**config.mk**
```make
export PLATFORM = sky130hd
export DESIGN_NAME = stim_pulse_monitor
export DESIGN_NICKNAME = d
export VERILOG_FILES = /design/src/rtl/stim_mon_pkg.sv /design/src/rtl/stim_width_counter.sv /design/src/rtl/stim_pulse_monitor.sv
export SDC_FILE = /design/constraint.sdc
export NUM_CORES = 1
export LEC_CHECK = 0
export ABC_AREA = 1
export CELL_PAD_IN_SITES_DETAIL_PLACEMENT = 0
export CELL_PAD_IN_SITES_GLOBAL_PLACEMENT = 1
export CORE_MARGIN = 3
export CORE_UTILIZATION = 41
export CTS_CLUSTER_DIAMETER = 200
export DETAILED_ROUTE_END_ITERATION = 8
export PLACE_DENSITY = 0.92
export SYNTH_ARGS = -nofsm -noshare
export SYNTH_HDL_FRONTEND = slang
export SYNTH_SLANG_ARGS = --single-unit
```
**constraint.sdc**
```tcl
create_clock -name clk -period 3.3 [get_ports clk]
set_input_delay 0.825 -clock clk [delete_from_list [all_inputs] [get_ports clk]]
set_output_delay 0.825 -clock clk [all_outputs]
set_load 0.02 [all_outputs]
```
**src/rtl/stim_mon_pkg.sv**
```systemverilog
// Shared types and constants for the biphasic stimulation pulse monitor.
package stim_mon_pkg;

  localparam int CODE_W = 6;
  localparam int SEL_W  = 4;
  localparam int ERR_W  = 5;

  localparam int ERR_OVERLAP      = 0;
  localparam int ERR_LEVEL_CHANGE = 1;
  localparam int ERR_IPD_TIMEOUT  = 2;
  localparam int ERR_DONE_MISSING = 3;
  localparam int ERR_OVERRUN      = 4;

  typedef enum logic [2:0] {
    ST_IDLE,
    ST_KATH,
    ST_IPD,
    ST_ANO,
    ST_CHECK
  } state_t;

endpackage

```
**src/rtl/stim_width_counter.sv**
```systemverilog
// Saturating phase-width counter: clear, load-with-one, or increment.
module stim_width_counter #(
  parameter int CNT_W = 12
) (
  input  logic             clk,
  input  logic             reset,
  input  logic             clr,
  input  logic             load_one,
  input  logic             inc,
  output logic [CNT_W-1:0] count
);

  always_ff @(posedge clk) begin
    if (reset || clr)
      count <= '0;
    else if (load_one)
      count <= CNT_W'(1);
    else if (inc && (count != '1))
      count <= count + 1'b1;
  end

endmodule

```
**src/rtl/stim_pulse_monitor.sv**
```systemverilog
// Passive decoder/checker for one cathodic/interphase/anodic stimulation pulse.
// Define STIM_CHARGE_CHECK_EN to add per-phase charge and balance reporting.
//
// state    | meaning
// ---------+-----------------------------------------------------------
// ST_IDLE  | waiting for sink to go nonzero
// ST_KATH  | cathodic phase, counting sink-active cycles
// ST_IPD   | interphase gap, counting until src rises or timeout
// ST_ANO   | anodic phase, counting src-active cycles
// ST_CHECK | one cycle: publish the result record
module stim_pulse_monitor
  import stim_mon_pkg::*;
#(
  parameter int CNT_W   = 12,
  parameter int IPD_MAX = 255
`ifdef STIM_CHARGE_CHECK_EN
  ,
  parameter int CHG_TOL = 8
`endif
) (
  input  logic                     clk,
  input  logic                     reset,
  input  logic [CODE_W-1:0]        sink,
  input  logic [CODE_W-1:0]        src,
  input  logic [SEL_W-1:0]         amp_dout1,
  input  logic [SEL_W-1:0]         amp_dout2,
  input  logic                     done_f,
  output logic                     meas_valid,
  input  logic                     meas_ack,
  output logic [CNT_W-1:0]         kath_width,
  output logic [CNT_W-1:0]         ipd_width,
  output logic [CNT_W-1:0]         ano_width,
  output logic [CODE_W-1:0]        kath_level,
  output logic [CODE_W-1:0]        ano_level,
  output logic [SEL_W-1:0]         elec1,
  output logic [SEL_W-1:0]         elec2,
  output logic [ERR_W-1:0]         err,
`ifdef STIM_CHARGE_CHECK_EN
  output logic [CNT_W+CODE_W-1:0]  kath_charge,
  output logic [CNT_W+CODE_W-1:0]  ano_charge,
  output logic                     balance_ok,
`endif
  output logic                     busy
);

  state_t            state;
  logic [CODE_W-1:0] kath_lvl_q;
  logic [CODE_W-1:0] ano_lvl_q;
  logic [SEL_W-1:0]  elec1_q;
  logic [SEL_W-1:0]  elec2_q;
  logic [ERR_W-2:0]  work_err;
  logic [ERR_W-2:0]  rec_err;
  logic              overrun;

  logic [CNT_W-1:0]  kath_cnt;
  logic [CNT_W-1:0]  ipd_cnt;
  logic [CNT_W-1:0]  ano_cnt;

  logic sink_act, src_act, overlap_now, start, go_ano, ipd_to, accept;

  assign sink_act    = (sink != '0);
  assign src_act     = (src != '0);
  assign overlap_now = sink_act && src_act;
  assign start       = (state == ST_IDLE) && sink_act;
  assign go_ano      = (state == ST_IPD) && src_act && !sink_act;
  assign ipd_to      = (ipd_cnt >= CNT_W'(IPD_MAX));
  assign accept      = meas_valid && meas_ack;
  assign err         = {overrun, rec_err};

  stim_width_counter #(.CNT_W(CNT_W)) u_kath_cnt (
    .clk      (clk),
    .reset    (reset),
    .clr      (1'b0),
    .load_one (start),
    .inc      ((state == ST_KATH) && sink_act),
    .count    (kath_cnt)
  );

  stim_width_counter #(.CNT_W(CNT_W)) u_ipd_cnt (
    .clk      (clk),
    .reset    (reset),
    .clr      (start),
    .load_one ((state == ST_KATH) && !sink_act),
    .inc      ((state == ST_IPD) && !go_ano && !ipd_to),
    .count    (ipd_cnt)
  );

  stim_width_counter #(.CNT_W(CNT_W)) u_ano_cnt (
    .clk      (clk),
    .reset    (reset),
    .clr      (start),
    .load_one (go_ano),
    .inc      ((state == ST_ANO) && src_act),
    .count    (ano_cnt)
  );

`ifdef STIM_CHARGE_CHECK_EN
  localparam int CHG_W = CNT_W + CODE_W;
  logic [CHG_W-1:0] kath_chg, ano_chg, chg_diff;
  assign kath_chg = CHG_W'(kath_cnt) * CHG_W'(kath_lvl_q);
  assign ano_chg  = CHG_W'(ano_cnt) * CHG_W'(ano_lvl_q);
  assign chg_diff = (kath_chg >= ano_chg) ? (kath_chg - ano_chg) : (ano_chg - kath_chg);
`endif

  always_ff @(posedge clk) begin
    if (reset) begin
      state      <= ST_IDLE;
      busy       <= 1'b0;
      kath_lvl_q <= '0;
      ano_lvl_q  <= '0;
      elec1_q    <= '0;
      elec2_q    <= '0;
      work_err   <= '0;
      rec_err    <= '0;
      overrun    <= 1'b0;
      meas_valid <= 1'b0;
      kath_width <= '0;
      ipd_width  <= '0;
      ano_width  <= '0;
      kath_level <= '0;
      ano_level  <= '0;
      elec1      <= '0;
      elec2      <= '0;
`ifdef STIM_CHARGE_CHECK_EN
      kath_charge <= '0;
      ano_charge  <= '0;
      balance_ok  <= 1'b0;
`endif
    end else begin
      unique case (state)
        ST_IDLE: begin
          if (sink_act) begin
            state      <= ST_KATH;
            busy       <= 1'b1;
            kath_lvl_q <= sink;
            ano_lvl_q  <= '0;
            elec1_q    <= amp_dout1;
            elec2_q    <= amp_dout2;
            work_err   <= '0;
            work_err[ERR_OVERLAP] <= overlap_now;
          end
        end
        ST_KATH: begin
          if (overlap_now) work_err[ERR_OVERLAP] <= 1'b1;
          if (sink_act) begin
            if (sink != kath_lvl_q) work_err[ERR_LEVEL_CHANGE] <= 1'b1;
          end else begin
            state <= ST_IPD;
          end
        end
        ST_IPD: begin
          if (overlap_now) work_err[ERR_OVERLAP] <= 1'b1;
          // Sink has precedence: a returning cathodic code keeps us in the gap.
          if (sink_act) work_err[ERR_LEVEL_CHANGE] <= 1'b1;
          if (go_ano) begin
            state     <= ST_ANO;
            ano_lvl_q <= src;
          end else if (ipd_to) begin
            state <= ST_CHECK;
            work_err[ERR_IPD_TIMEOUT] <= 1'b1;
          end
        end
        ST_ANO: begin
          if (overlap_now) work_err[ERR_OVERLAP] <= 1'b1;
          if (src_act) begin
            if (src != ano_lvl_q) work_err[ERR_LEVEL_CHANGE] <= 1'b1;
          end else begin
            state <= ST_CHECK;
            if (!done_f) work_err[ERR_DONE_MISSING] <= 1'b1;
          end
        end
        ST_CHECK: begin
          state <= ST_IDLE;
          busy  <= 1'b0;
        end
        default: begin
          state <= ST_IDLE;
          busy  <= 1'b0;
        end
      endcase

      if (state == ST_CHECK) begin
        meas_valid <= 1'b1;
        kath_width <= kath_cnt;
        ipd_width  <= ipd_cnt;
        ano_width  <= ano_cnt;
        kath_level <= kath_lvl_q;
        ano_level  <= ano_lvl_q;
        elec1      <= elec1_q;
        elec2      <= elec2_q;
        rec_err    <= work_err | {{(ERR_W-2){1'b0}}, overlap_now};
`ifdef STIM_CHARGE_CHECK_EN
        kath_charge <= kath_chg;
        ano_charge  <= ano_chg;
        balance_ok  <= (chg_diff <= CHG_W'(CHG_TOL));
`endif
        // An unread record being replaced is an overrun; a same-cycle ack is not.
        if (meas_valid && !meas_ack) overrun <= 1'b1;
        else if (accept)             overrun <= 1'b0;
      end else if (accept) begin
        meas_valid <= 1'b0;
        overrun    <= 1'b0;
      end
    end
  end

endmodule
```
==> results of run 1 <==
[cells in the final DEF (no fill, tap or decap), types with 4 or more instances in the layout]
| master | Yosys | routed |
|---|---|---|
| nand2_1 | 161 | 161 |
| nor2_1 | 130 | 130 |
| dfxtp_1 | 126 | 126 |
| clkdlybuf4s50_1 | 0 | 86 |
| o21ai_0 | 80 | 80 |
| a21oi_1 | 78 | 78 |
| inv_1 | 70 | 70 |
| nand3_1 | 24 | 24 |
| clkbuf_16 | 0 | 17 |
| nor3_1 | 12 | 12 |
| nand4_1 | 10 | 10 |
| xor2_1 | 10 | 10 |
| inv_2 | 8 | 9 |
| nor2_2 | 9 | 8 |
| clkbuf_8 | 0 | 6 |
| buf_4 | 2 | 5 |
| o21ai_1 | 4 | 4 |
| clkbuf_1 | 13 | 4 |
[stage by stage]
step	area (um2)	worst slack [ns]	power, uW	std cells
5_1_grt	7030	0.878	5750	1041
3_5_place_dp	6450	0.670	3630	1009
3_3_place_gp	6450	0.690	3610	1009
6_report	7030	1.05	5380	1041
2_1_floorplan	5490	1.48	3090	776
4_1_cts	7030	1.06	5430	1041
[final cells by class]
class	count	area, um2	area share (%)
tap	172	215	3.06
clock inverter	5	52.6	0.747
timing repair buffer	91	898	12.8
clock buffer	27	523	7.44
multi-input combinational	540	2520	35.8
sequential	126	2520	35.9
inverter	80	303	4.31
[flip-flops by register name (all words and copies together) (netlist names), named ones only]
name              count
ano_level             6
ano_lvl_q             6
ano_width            12
busy                  1
elec1                 4
elec1_q               4
elec2                 4
elec2_q               4
ipd_width            12
kath_level            6
kath_lvl_q            6
kath_width           12
meas_valid            1
rec_err               4
state                 3
u_ano_cnt.count      12
u_ipd_cnt.count      12
u_kath_cnt.count     12
work_err              4
[power groups by stage]
stage	Combinational [uW]	Sequential (uW)	Clock, uW
finish	1600	2000	1780
floorplan	927	2160	0
global placement	1590	2030	0
global route	1820	2040	1890
detailed placement	1600	2030	0
CTS	1610	2000	1820
[path summary, 6_finish.rpt]
kind / start / end
max: sink[1] / ano_lvl_q[1]$_SDFFE_PP0P_
min: u_ipd_cnt.count[10]$_SDFFE_PP0P_ / u_ipd_cnt.count[10]$_SDFFE_PP0P_
max reg2reg: state[2]$_SDFFE_PP0P_ / kath_level[2]$_SDFFE_PP0P_
min reg2reg: u_ipd_cnt.count[10]$_SDFFE_PP0P_ / u_ipd_cnt.count[10]$_SDFFE_PP0P_
[Yosys cell counts]
cell type	n
a21oi_1	78
clkinv_1	1
inv_4	1
o21ai_1	4
nor3_1	12
nor2_2	9
o21ai_0	80
nand3_2	3
nand2_2	3
nor2_1	130
o211ai_1	1
nor3_4	1
buf_2	12
inv_1	70
inv_2	8
dfxtp_1	126
nand2_1	161
ha_1	3
xor2_1	10
o32ai_1	2
xnor2_1	3
nand3_4	1
or2_2	1
nand3_1	24
nand2_4	1
buf_4	2
a211oi_2	1
buf_6	3
a21oi_2	1
clkbuf_1	13
nand4_1	10
nor2_4	1
[worst register-to-register path, cell delays in order, from the launching register on]
cell and delay, ns:
dfxtp_1 0.47, inv_2 0.14, nor2_4 0.13, buf_4 0.69, o21ai_0 0.21, a21oi_1 0.15
[logic make-up after synthesis]
group                    after synthesis
buffers and inverters                110
AO/OA/AOI/OAI                        167
adder cells (fa/ha/maj)                3
XOR/XNOR                              13
flip-flops                           126
AND/OR/NAND/NOR                      357
[per-layer routing]
metal  vias up  GRT usage [%]
met1      2242           25.3
met2       100           30.6
met3        20           5.20
met5         -              0
met4         0           7.70
li1       2656              -
==> impl_results.md, run 1 <==
- Post-Route Utilization: 54.6%
- Overall via count from detail_route: 5018
- Internal power summed over all cells: 3550 uW
- Post-synthesis adder-cell area fraction: 0.683%
- Unique masters post-synth: 32
- Max H-tree Level: 4
- # port buffers: 86
- Highest routing layer actually used: met4
- Number of nets in the synthesized netlist: 803
- Number of antenna-violating nets in the routed design: 0
- Vias/cell: 4.82
- Worst path buffer plus inverter count: 1
- DRC errors left: 0
- TritonCTS clock tree: yes
- Met2 WL post-DR: 6090 um
- Max Buffers Root-to-Sink: 2
- Cells resized by post-CTS repair: 0
- DP HPWL: 9130 um
- Synthesized-area fraction occupied by and/or/nand/nor cells: 27.4%
- Number of global-route vias before repair: 4937
- Switching portion of total power: 34.0%
- Total net switching power: 1830 uW
- Metal3 WL: 577 um
- Arr. time, crit path: 2.56 ns
- Comb power frac: 29.7%
- Headroom to the max-slew limit: 42.6%
- Biggest fanout along the worst timing path: 12
- Register clock-pin slew on the reported worst setup and hold paths: 0.05 ns
- Final worst-path cycle share: 68.1%
- Largest cells by area after synthesis: dfxtp_1, nand2_1, nor2_1
- Number of inserted filler cells in the final layout: 1248
- Area of the mapped netlist: 5490 um2
- VDD IR max: 0.000430 V
- Number of nets in the layout: 883
- Total Die Area: 14800 um2
- Synthesis warning total: 0
- Max capacitance violation total: 0
- Clock latency of the later-clocked register in the worst-skew pair: 0.42 ns
- Unrepaired setup endpoints after global routing: false
- Layout cell share with drive strength beyond 1: 7.48%
- Share of the synthesized netlist area taken by xor and xnor gates: 2.07%
- Cell taking the most area after synthesis: dfxtp_1
- Pin slew with the least headroom to its limit: 0.861 ns
- CP required: 3.61 ns
- Static power due to leakage: 0.00286 uW
- Routed wire length per instance: 13.0 um
- Final worst path period need: 2.25 ns
- Iteration-0 DRC count of the detailed router: 272
- Area fraction in compound gates after synthesis: 15.6%
- Routability congestion estimate from global placement: 0.837
- P&R area growth vs syn: 28.0%
- Floorplan row count: 41
- CTS sink count: 126
- Pre-Repair DR Iteration Count: 5
- Worst Hold Path Cells: 2
- Reg2reg path depth: 5
- Height of the chip: 122 um
- Cell-by-cell trace of the critical path: clkdlybuf4s50_1 -> nor2_1 -> nand2_1 -> nor2_2 -> nand3_2 -> a21oi_2 -> nand2_1 -> nand2_1 -> nor2_1
- Share of total power in the clock network: 33.1%
- First-pass GRT wire length: 23000 um
- Largest family of logic cells by synthesized area: simple AND/OR/NAND/NOR gates
- Clock root cell: clkbuf_16
- Number of cells on the critical path: 9
- Count of antenna diodes in the layout: 0
- FF-to-FF setup slack: 1.45 ns
- Num ports: 87
- Total power divided by cell area: 765 nW/um2
- Pin count of the biggest net entering global routing: 103
- Slowest stage delay, CP: 0.44 ns
- Endpoint type of the worst setup path: register
- Max Slew Vio Count: 0
- Mean Syn Cell Area: 7.08 um2
- Sequential fraction of the synthesis area: 45.9%
- Total routed wirelength: 13500 um
- Initial antenna violation count: 0
- Sequential Power Share: 37.2%
- Area share of the largest cell type after synthesis: 45.9%
- Clock buffers created by TritonCTS: 17
- Met1 layer wirelength in the final routing: 6580 um
- Cell mode on critical path: nand2_1
- Worst Path Class, Setup: input port to register
- Initial cell density of the core: 42.7%
- Setup clock skew after layout: 0.00871 ns
- Number of standard cells after synthesis: 776
- Overall fraction of global-route tracks in use: 19.4%
- CP Launch Type: input port
- Proportion of synthesized area in mux cells: 0%
- Post-CTS Repair Setup Buffers: 0
- Leftover overflow at the end of global routing: 0
- Horizontal die dimension: 122 um
- Class of the tightest hold or removal check: register to register
- Post-synthesis register bit count: 126
- Post-cts hold buffer count: 0
- Final total negative setup slack: 0 ns
- Final count of hold timing violations: 0
- Final setup violating endpoints: 0
- Run status: finished, final reports clean
- Fmax: 0.445 GHz
- Placeable Area: 12900 um2
- Critical-path top delay cell: a21oi_2
- Hold WS: 0.456 ns
- Gate family responsible for the most delay along the worst path: simple AND/OR/NAND/NOR gates
(Power assumes the default switching activity.)
==> inputs of run 2 (changes only) <==
--- a/config.mk
+++ b/config.mk
@@ -9,10 +9,10 @@
 export CELL_PAD_IN_SITES_DETAIL_PLACEMENT = 0
 export CELL_PAD_IN_SITES_GLOBAL_PLACEMENT = 1
 export CORE_MARGIN = 3
-export CORE_UTILIZATION = 41
+export CORE_UTILIZATION = 35
 export CTS_CLUSTER_DIAMETER = 200
 export DETAILED_ROUTE_END_ITERATION = 8
-export PLACE_DENSITY = 0.92
+export PLACE_DENSITY = 0.84
 export SYNTH_ARGS = -nofsm -noshare
 export SYNTH_HDL_FRONTEND = slang
 export SYNTH_SLANG_ARGS = --single-unit
==> constraint.sdc (replaced) <==
create_clock -name clk -period 1.95 [get_ports clk]
set_input_delay 0.4875 -clock clk [delete_from_list [all_inputs] [get_ports clk]]
set_output_delay 0.4875 -clock clk [all_outputs]
set_load 0.02 [all_outputs]
==> impl_results.md, run 2 (same netlist as run 1, synthesis figures left out) <==
- Area of combinational cells with multiple inputs: 2520 um2 (about the same)
- Total net switching power: 3310 uW (+81%)
- Max capacitance violation total: 0 (unchanged)
- Count of antenna diodes in the layout: 0 (unchanged)
- Iteration-0 DRC count of the detailed router: 307 (+13%)
- # port buffers: 86 (unchanged)
- Overall fraction of global-route tracks in use: 17.3% (-2.1 points)
- Run status: finished, final reports clean
- Number of antenna-violating nets in the routed design: 0 (unchanged)
- Clock buffers created by TritonCTS: 17 (unchanged)
- Endpoint type of the worst setup path: primary output
- Leading cell type in the layout, fill and taps excluded: nand2_1
- Routability congestion estimate from global placement: 0.846 (+0.97%)
- Number of nets in the layout: 924 (+4.6%)
- P&R area growth vs syn: 36.4%
- Height of the chip: 131 um (+7.8%)
- Setup clock skew after layout: 0.00998 ns (+0.00127 ns)
- Final setup violating endpoints: 0 (unchanged)
- Post-Place Cells: 1089 (+7.9%)
- Gate family responsible for the most delay along the worst path: buffers and inverters
- Floorplan row count: 45 (+9.8%)
- Total Die Area: 17200 um2 (+16%)
- Initial cell density of the core: 36.0% (-6.7 points)
- Comb power frac: 31.6% (+1.9 points)
- Slowest stage delay, CP: 0.62 ns (+0.18 ns)
- Leftover overflow at the end of global routing: 0 (unchanged)
- Post-cts hold buffer count: 0 (unchanged)
- CP Launch Type: register
- FF/Latch Area: 2520 um2 (unchanged)
- Arr. time, crit path: 1.39 ns (-1.17 ns)
- Pre-Repair DR Iteration Count: 4 (-1)
- First-pass GRT wire length: 24400 um (+5.7%)
- Clock root cell: clkbuf_16
- Cell-by-cell trace of the critical path: clkdlybuf4s50_1
- DRC errors left: 0 (unchanged)
- Max Slew Vio Count: 0 (unchanged)
- Num ports: 87 (unchanged)
- Cells resized by post-CTS repair: 1 (+1)
- Initial antenna violation count: 0 (unchanged)
- Placeable Area: 15300 um2 (+19%)
- Sequential Power Share: 34.4% (-2.8 points)
- Pin count of the biggest net entering global routing: 103 (unchanged)
- Static power due to leakage: 0.00313 uW (+9.5%)
- Clock latency of the later-clocked register in the worst-skew pair: 0.42 ns (about the same)
- Unrepaired setup endpoints after global routing: false
- Number of global-route vias before repair: 4869 (-1.4%)
- Layout cell share with drive strength beyond 1: 12.1% (+4.6 points)
- Internal power summed over all cells: 6480 uW (+82%)
- Fmax: 0.534 GHz
- VDD IR max: 0.000735 V (+71%)
- TritonCTS clock tree: yes
- Max H-tree Level: 4 (unchanged)
- Biggest fanout along the worst timing path: 2 (-10)
- Vias/cell: 4.55 (-5.5%)
- Total power divided by cell area: 1310 nW/um2 (+71%)
- Hold WS: 0.453 ns (-0.00326 ns)
- Register clock-pin slew on the reported worst setup and hold paths: 0.06 ns (about the same)
- Class of the tightest hold or removal check: register to register
- Max Buffers Root-to-Sink: 2 (unchanged)
- Count of non-filler cells in the finished layout: 1121 (+7.7%)
- Number of inserted filler cells in the final layout: 1505 (+21%)
- Critical-path top delay cell: clkdlybuf4s50_1
- Horizontal die dimension: 131 um (+7.8%)
- Final count of hold timing violations: 0 (unchanged)
- Final worst-path cycle share: 96.1%
- Post-CTS Repair Setup Buffers: 0 (unchanged)
- DP HPWL: 10300 um (+13%)
- Pin slew with the least headroom to its limit: 0.484 ns (-0.377 ns)
- Overall via count from detail_route: 5105 (+1.7%)
- Final worst path period need: 1.87 ns
- Worst Path Class, Setup: register to primary output
- Routed wire length per instance: 12.9 um (-0.78%)
- Switching portion of total power: 33.8% (-0.22 points)
- Share of total power in the clock network: 33.9% (+0.8 points)
- Total routed wirelength: 14400 um (+6.8%)
- CP required: 1.46 ns (-2.15 ns)
- Headroom to the max-slew limit: 67.7% (+25 points)
- CTS sink count: 126 (unchanged)
- Most used cells in the layout excluding fill and tap cells: nand2_1, nor2_1, dfxtp_1
- Worst path buffer plus inverter count: 1 (unchanged)
run 2: changes by cell type in the layout (fill, tap and decap cells not counted), sizes merged:
| cell | delta |
|---|---|
| buf | +41 |
| clkbuf | -6 |
| bufinv | +2 |
| clkdlybuf4s50 | -2 |
| clkinv | +2 |
| dlymetal6s2s | +2 |
| inv | +2 |
run 2: worst paths after layout:
kind	endpoint	cells after the start	slack (ns)	start
max	kath_level[5]	1	0.08	kath_level[5]$_SDFFE_PP0P_
min	u_ipd_cnt.count[10]$_SDFFE_PP0P_	2	0.45	u_ipd_cnt.count[10]$_SDFFE_PP0P_
max reg2reg	state[0]$_SDFFE_PP0P_	10	0.28	u_ipd_cnt.count[0]$_SDFFE_PP0P_
min reg2reg	u_ipd_cnt.count[10]$_SDFFE_PP0P_	2	0.45	u_ipd_cnt.count[10]$_SDFFE_PP0P_
run 2: routing by layer:
layer  up-vias  global-route usage, %  share of wire [%]
met4         0                   4.49                1.0
met3        11                   5.90                3.6
li1       2736                      -                  -
met1      2274                   23.7                 52
met5         -                      0                  0
met2        84                   26.2                 43
run 2: per-stage QoR:
step	TNS (ns)	util, %	power (uW)	instance area [um2]	worst slack (ns)
CTS	0	49.1	9890	7490	0.0245
finish	0	49.1	9780	7490	0.0763
global placement	-8.76	45.0	6520	6860	-0.399
global route	0	49.1	10400	7490	0.00658
detailed placement	-10.76	45.0	6530	6860	-0.445
floorplan	0	-	5230	5490	0.463
run 2: final cells by class:
type / instances / share of cell area [%]
clock inverters: 11 / 2.07
well taps: 211 / 3.52
inverters: 80 / 4.04
flip-flops and latches: 126 / 33.7
clock buffers: 21 / 6.28
repair buffers: 132 / 16.8
multi-input cells: 540 / 33.6
run 2: worst reg2reg max path: cells and delay by family (launching register included):
family,cells,cell delay (ns)
adders and majority gates,1,0.21
DFF,1,0.38
and+or+nand+nor,9,0.98
run 2: power groups by stage:
stage,clock network (uW),logic [uW],registers (uW)
finish,3320,3100,3370
global route,3520,3450,3430
CTS,3390,3130,3370
detailed placement,0,3110,3420
global placement,0,3100,3410
floorplan,0,1570,3660
==> inputs of run 3 (changes only) <==
==> constraint.sdc (replaced) <==
create_clock -name clk -period 1.5 [get_ports clk]
set_input_delay 0.375 -clock clk [delete_from_list [all_inputs] [get_ports clk]]
set_output_delay 0.375 -clock clk [all_outputs]
set_load 0.02 [all_outputs]
==> impl_results.md, run 3 (same netlist as run 1, synthesis figures left out) <==
- Total Die Area: 17200 um2 (unchanged)
- Max Slew Vio Count: 0 (unchanged)
- Iteration-0 DRC count of the detailed router: 357 (+16%)
- Number of antenna-violating nets in the routed design: 0 (unchanged)
- Number of nets in the layout: 1006 (+8.9%)
- Total power divided by cell area: 1620 nW/um2 (+24%)
- Total routed wirelength: 17800 um (+24%)
- Clock buffers created by TritonCTS: 17 (unchanged)
- TritonCTS clock tree: yes
- Height of the chip: 131 um (unchanged)
- Leading cell type in the layout, fill and taps excluded: nand2_1
- Max H-tree Level: 4 (unchanged)
- DRC errors left: 0 (unchanged)
- Leftover overflow at the end of global routing: 0 (unchanged)
- Static power due to leakage: 0.00381 uW (+22%)
- CTS sink count: 126 (unchanged)
- Horizontal die dimension: 131 um (unchanged)
- Routability congestion estimate from global placement: 0.857 (+1.3%)
- Max capacitance violation total: 0 (unchanged)
- Fmax: 0.659 GHz
- Vias/cell: 4.83 (+6.0%)
- Biggest fanout along the worst timing path: 7 (+5)
- Final worst-path cycle share: 101%
- Number of global-route vias before repair: 5305 (+9.0%)
- Setup clock skew after layout: 0.00946 ns (-0.000518 ns)
- Register clock-pin slew on the reported worst setup and hold paths: 0.06 ns (about the same)
- Post-Route Utilization: 56.8% (+7.7 points)
- Clock latency of the later-clocked register in the worst-skew pair: 0.43 ns (about the same)
- Placeable Area: 15300 um2 (unchanged)
- Final count of hold timing violations: 0 (unchanged)
- Number of inserted filler cells in the final layout: 1379 (-8.4%)
- Pin count of the biggest net entering global routing: 36 (-65%)
- Clock root cell: clkbuf_16
- Pre-Repair DR Iteration Count: 5 (+1)
- Class of the tightest hold or removal check: register to register
- Layout cell share with drive strength beyond 1: 29.9% (+18 points)
- Overall fraction of global-route tracks in use: 18.8% (+1.5 points)
- Final setup violating endpoints: 3 (+3)
- Overall via count from detail_route: 5808 (+14%)
- Endpoint type of the worst setup path: register
- Hold WS: 0.454 ns (+0.00158 ns)
- Run status: finished, violations left
- Floorplan row count: 45 (unchanged)
- CP required: 1.85 ns (+0.39 ns)
- Violated checks: setup timing
- Count of antenna diodes in the layout: 0 (unchanged)
- # port buffers: 86 (unchanged)
- Most used cells in the layout excluding fill and tap cells: nand2_1, dfxtp_1, nor2_1
- Worst Path Class, Setup: register to register
- CP Launch Type: register
- Pin slew with the least headroom to its limit: 0.317 ns (-0.167 ns)
- Headroom to the max-slew limit: 78.9% (+11 points)
- First-pass GRT wire length: 26300 um (+8.2%)
- Max Buffers Root-to-Sink: 2 (unchanged)
- VDD IR max: 0.00105 V (+42%)
- Final worst path period need: 1.52 ns
- Unrepaired setup endpoints after global routing: true
- Initial antenna violation count: 0 (unchanged)
- Final critical-path setup slack: -0.0173 ns (-0.0937 ns)
- Num ports: 87 (unchanged)
- Routed wire length per instance: 14.8 um (+15%)
- Arr. time, crit path: 1.87 ns (+0.48 ns)
- P&R area growth vs syn: 57.7%
- DP HPWL: 11000 um (+6.6%)
- Initial cell density of the core: 36.0% (unchanged)
-- run 3: cell count changes in the layout (fill, tap and decap cells not counted), sizes merged --
cell           delta
clkdlybuf4s15    +27
bufinv            -1
clkbuf           +21
clkdlybuf4s50    -73
dlymetal6s2s      +4
dlygate4sd2      +29
inv               -2
clkinvlp          +4
clkinv            -2
buf              +75
-- run 3: area by class of cell --
class | count | area [um2] | share of cell area (%)
Multi-Input combinational cell | 540 | 2890 | 33.4
Clock buffer | 22 | 474 | 5.47
Tap cell | 211 | 264 | 3.05
Inverter | 80 | 313 | 3.61
Clock inverter | 10 | 113 | 1.30
Timing Repair Buffer | 214 | 2070 | 23.9
Sequential cell | 126 | 2540 | 29.3
-- run 3: worst paths after layout --
check,start,end,slack (ns),depth (start not counted)
worst max-delay path,state[0]$_SDFFE_PP0P_,ano_level[1]$_SDFFE_PP0P_,-0.02,9
worst min-delay path,u_ipd_cnt.count[9]$_SDFFE_PP0P_,u_ipd_cnt.count[9]$_SDFFE_PP0P_,0.45,2
worst max register to register,state[0]$_SDFFE_PP0P_,ano_level[1]$_SDFFE_PP0P_,-0.02,9
worst min register to register,u_ipd_cnt.count[9]$_SDFFE_PP0P_,u_ipd_cnt.count[9]$_SDFFE_PP0P_,0.45,2
-- run 3: metal layers --
layer | GRT usage [%] | routed length [um] | vias up
li1 | - | - | 2917
met1 | 25.1 | 8400 | 2712
met2 | 29.3 | 8230 | 152
met3 | 5.05 | 935 | 27
met4 | 6.88 | 247 | 0
met5 | 0 | 0 | -
-- run 3: repair_timing --
| action | CTS | global route |
|---|---|---|
| resized for setup | 104 | 220 |
| endpoints found under the setup margin | 145 | 144 |
| gates cloned | 3 | 10 |
| pin swaps | 11 | 41 |
| setup buffers | 10 | 10 |
| hold buffers | 0 | 0 |
-- run 3: power breakdown --
group	internal, uW	leakage [uW]	switching (uW)
sequential	4020	0.00103	391
combinational	2480	0.00251	3090
clock	2560	0.000274	1510
-- run 3: critical path: stages, from the launching register on --
cell and delay (ns):
dfxtp_2 0.32, buf_6 0.12, nor2_4 0.10, inv_2 0.06, buf_6 0.12, nor2_4 0.16
buf_8 0.18, clkbuf_16 0.18, o21ai_1 0.07, a21oi_1 0.13
-- run 3: through the flow --
stage	worst slack (ns)	cells	cell area (um2)	power, uW	TNS [ns]
2_1_floorplan	0.0496	776	5490	6790	0
3_3_place_gp	-0.711	1139	7250	8700	-30.89
3_5_place_dp	-0.754	1139	7250	8750	-33.05
4_1_cts	-0.0193	1184	7990	13000	-0.0193
5_1_grt	-0.0912	1203	8660	14900	-4.03
6_report	-0.0173	1203	8660	14100	-0.0268
==> edit: new RTL, flow settings as in run 3 <==
The option `STIM_CHARGE_CHECK_EN` is turned on by a define.
--- a/src/rtl/stim_pulse_monitor.sv
+++ b/src/rtl/stim_pulse_monitor.sv
@@ -8,6 +8,8 @@
 // ST_IPD   | interphase gap, counting until src rises or timeout
 // ST_ANO   | anodic phase, counting src-active cycles
 // ST_CHECK | one cycle: publish the result record
+`define STIM_CHARGE_CHECK_EN
+
 module stim_pulse_monitor
   import stim_mon_pkg::*;
 #(
Formal check against the unedited RTL (old outputs only; new: ano_charge, balance_ok and kath_charge): equivalent (equiv_simple and equiv_induct, registers matched by name and starting in step).
==> edit against run 3 <==
  * The flow still finishes with violations (negative setup slack)
  * Die area grew 130%
  * Synthesized area is 140% higher
  * Setup slack got worse by 4.1 ns
  * Clock power rose by 11%
  * Utilization rose by 4.9 points
  * Sequential cell count is 37 higher
  * Routed wire length rose to 2.8 times the old value
  * Final area rose to 2.6 times the old value
  * Power is 84% higher
  * Highest routed layer is now met5
==> edit: results (changes against run 3) <==
[run_status]
violations = negative setup slack  ; unchanged
outcome = finished with violations  ; unchanged

[synth]
yosys.area_share.adder_pct = 21.0  ; was 0.683%
synth_common_cells = inv_1 (419), nand2_1 (406), dfxtp_1 (163)  ; was nand2_1 (161), nor2_1 (130), dfxtp_1 (126)
synth_compound_area_share_pct = 12.6  ; was 15.6%
yosysSeqAreaShare_pct = 25.3  ; was 45.9%
synth_fp_nets = 2071  ; was 803
synth_mux_area_share_pct = 0  ; unchanged
ys_top_cells_by_area = dfxtp_1 (25%), fa_1 (13%), inv_1 (12%)  ; was dfxtp_1 (46%), nand2_1 (11%), nor2_1 (8.9%)

[global_route]
antenna_found_initial = 1  ; was 0
grt_max_degree = 45  ; was 36
grt_pass1_vias = 13500  ; was 5305
grt_usage_pct = 22.1  ; was 18.8%
grt_pass1_wl_um = 68800  ; was 26300 µm

[drt]
top_layer_used = met5  ; was met4
wl_met3_um = 2850  ; was 935 µm
wl_met2_um = 23800  ; was 8230 µm
m1WireLength_um = 20900  ; was 8400 µm
drtIter0Drc = 916  ; was 357
viasPerCell = 4.93  ; was 4.83
finalWirelength_um = 49000  ; was 17800 µm

[placed_design]
place.gp.congestion = 0.921  ; was 0.857
port_buffers = 123  ; was 86
dp.cells = 2756  ; was 1139

[final_layout]
drive_above_1_share_pct = 43.9  ; was 29.9%
final_nets = 2597  ; was 1006
fill_cells = 2798  ; was 1379

[worst_setup_path]
worstPathMaxFanout = 8  ; was 7
path_delay_family = adder cells  ; was buffers and inverters
crit_slowest_cell = fa_1  ; was dfxtp_2
max_stage_delay_ns = 0.58  ; was 0.32 ns
critPathArrivalTime_ns = 6.02  ; was 1.87 ns

[power]
vdd_drop_max_uv = 1180  ; was 1050 µV
leakage_nw = 12.6  ; was 3.81 nW

[timing]
tightest_slew_ns = 0.563  ; was 0.317 ns
setup_viol = 164  ; was 3
fin_skew_ns = 0.0240  ; was 0.00946 ns
setup_ws_ns = -4.12  ; was -0.0173 ns

[clocking]
clk_pin_slew_worst_paths_ns = 0.08  ; was 0.06 ns
clock_latency_ns = 0.47  ; was 0.43 ns

[hold_path]
hp-class = input port to flip-flop  ; was flip-flop to flip-flop

## edit: final timing paths
check / start / endpoint / slack (ns) / cells after the start
min reg2reg: flip-flop / flip-flop / 0.47 / 2
min: src[1] / ano_lvl_q[1] / 0.36 / 4
max: kath_lvl_q[2] / balance_ok / -4.12 / 35
max reg2reg: kath_lvl_q[2] / balance_ok / -4.12 / 35
## edit: worst reg2reg max path, delay by kind of cell (launching register included)
family	cells	cell delay, ns
AO/OA/AOI/OAI	7	0.86
XOR/XNOR	1	0.10
adder cells (fa/ha/maj)	5	2.19
buffers and inverters	5	0.45
flip-flops	1	0.39
AND/OR/NAND/NOR	17	1.57
## edit: layout make-up
cell class,instances,area [µm²],area share (%)
multi-input combinational,1212,10000,45.2
timing repair buffer,589,5990,26.9
sequential,163,3370,15.1
inverter,422,1650,7.43
tap,461,577,2.60
clock buffer,17,425,1.91
clock inverter,15,163,0.732
## edit: where the power goes
group          leakage [nW]  internal, mW  switching [mW]
clock                 0.287          2.23            2.31
sequential             1.35          5.10           0.677
combinational          11.0          7.38            8.21
## edit: timing repair
| item | in CTS | in global routing |
|---|---|---|
| setup endpoints to repair | 253 | 248 |
| cloned | 0 | 20 |
| buffers inserted | 27 | 81 |
| pin swaps | 51 | 172 |
| resized for setup | 234 | 653 |
## edit: cell families after synthesis
group | after synthesis
AOI/OAI and AO/OA | 297
xor gates and xnor gates | 45
adders and majority gates | 168
buffers and inverters | 504
DFF | 163
and+or+nand+nor | 702
## edit: through the flow
stage	setup TNS, ns	setup slack, ns	hold slack (ns)	util, %
global placement	-131.84	-4.23	0.436	50.0
finish	-92.31	-4.12	0.360	61.7
global route	-104.89	-4.46	0.348	61.7
floorplan	-61.20	-3.84	0.426	-
CTS	-108.91	-3.99	0.460	53.7
detailed placement	-135.76	-4.28	0.442	50.0
## edit: per-layer routing
layer  up-vias  global-route usage, %
li1       6835                      -
met5         -                      0
met1      6870                   29.1
met4         2                   6.11
met2       391                   37.3
met3        94                   4.02
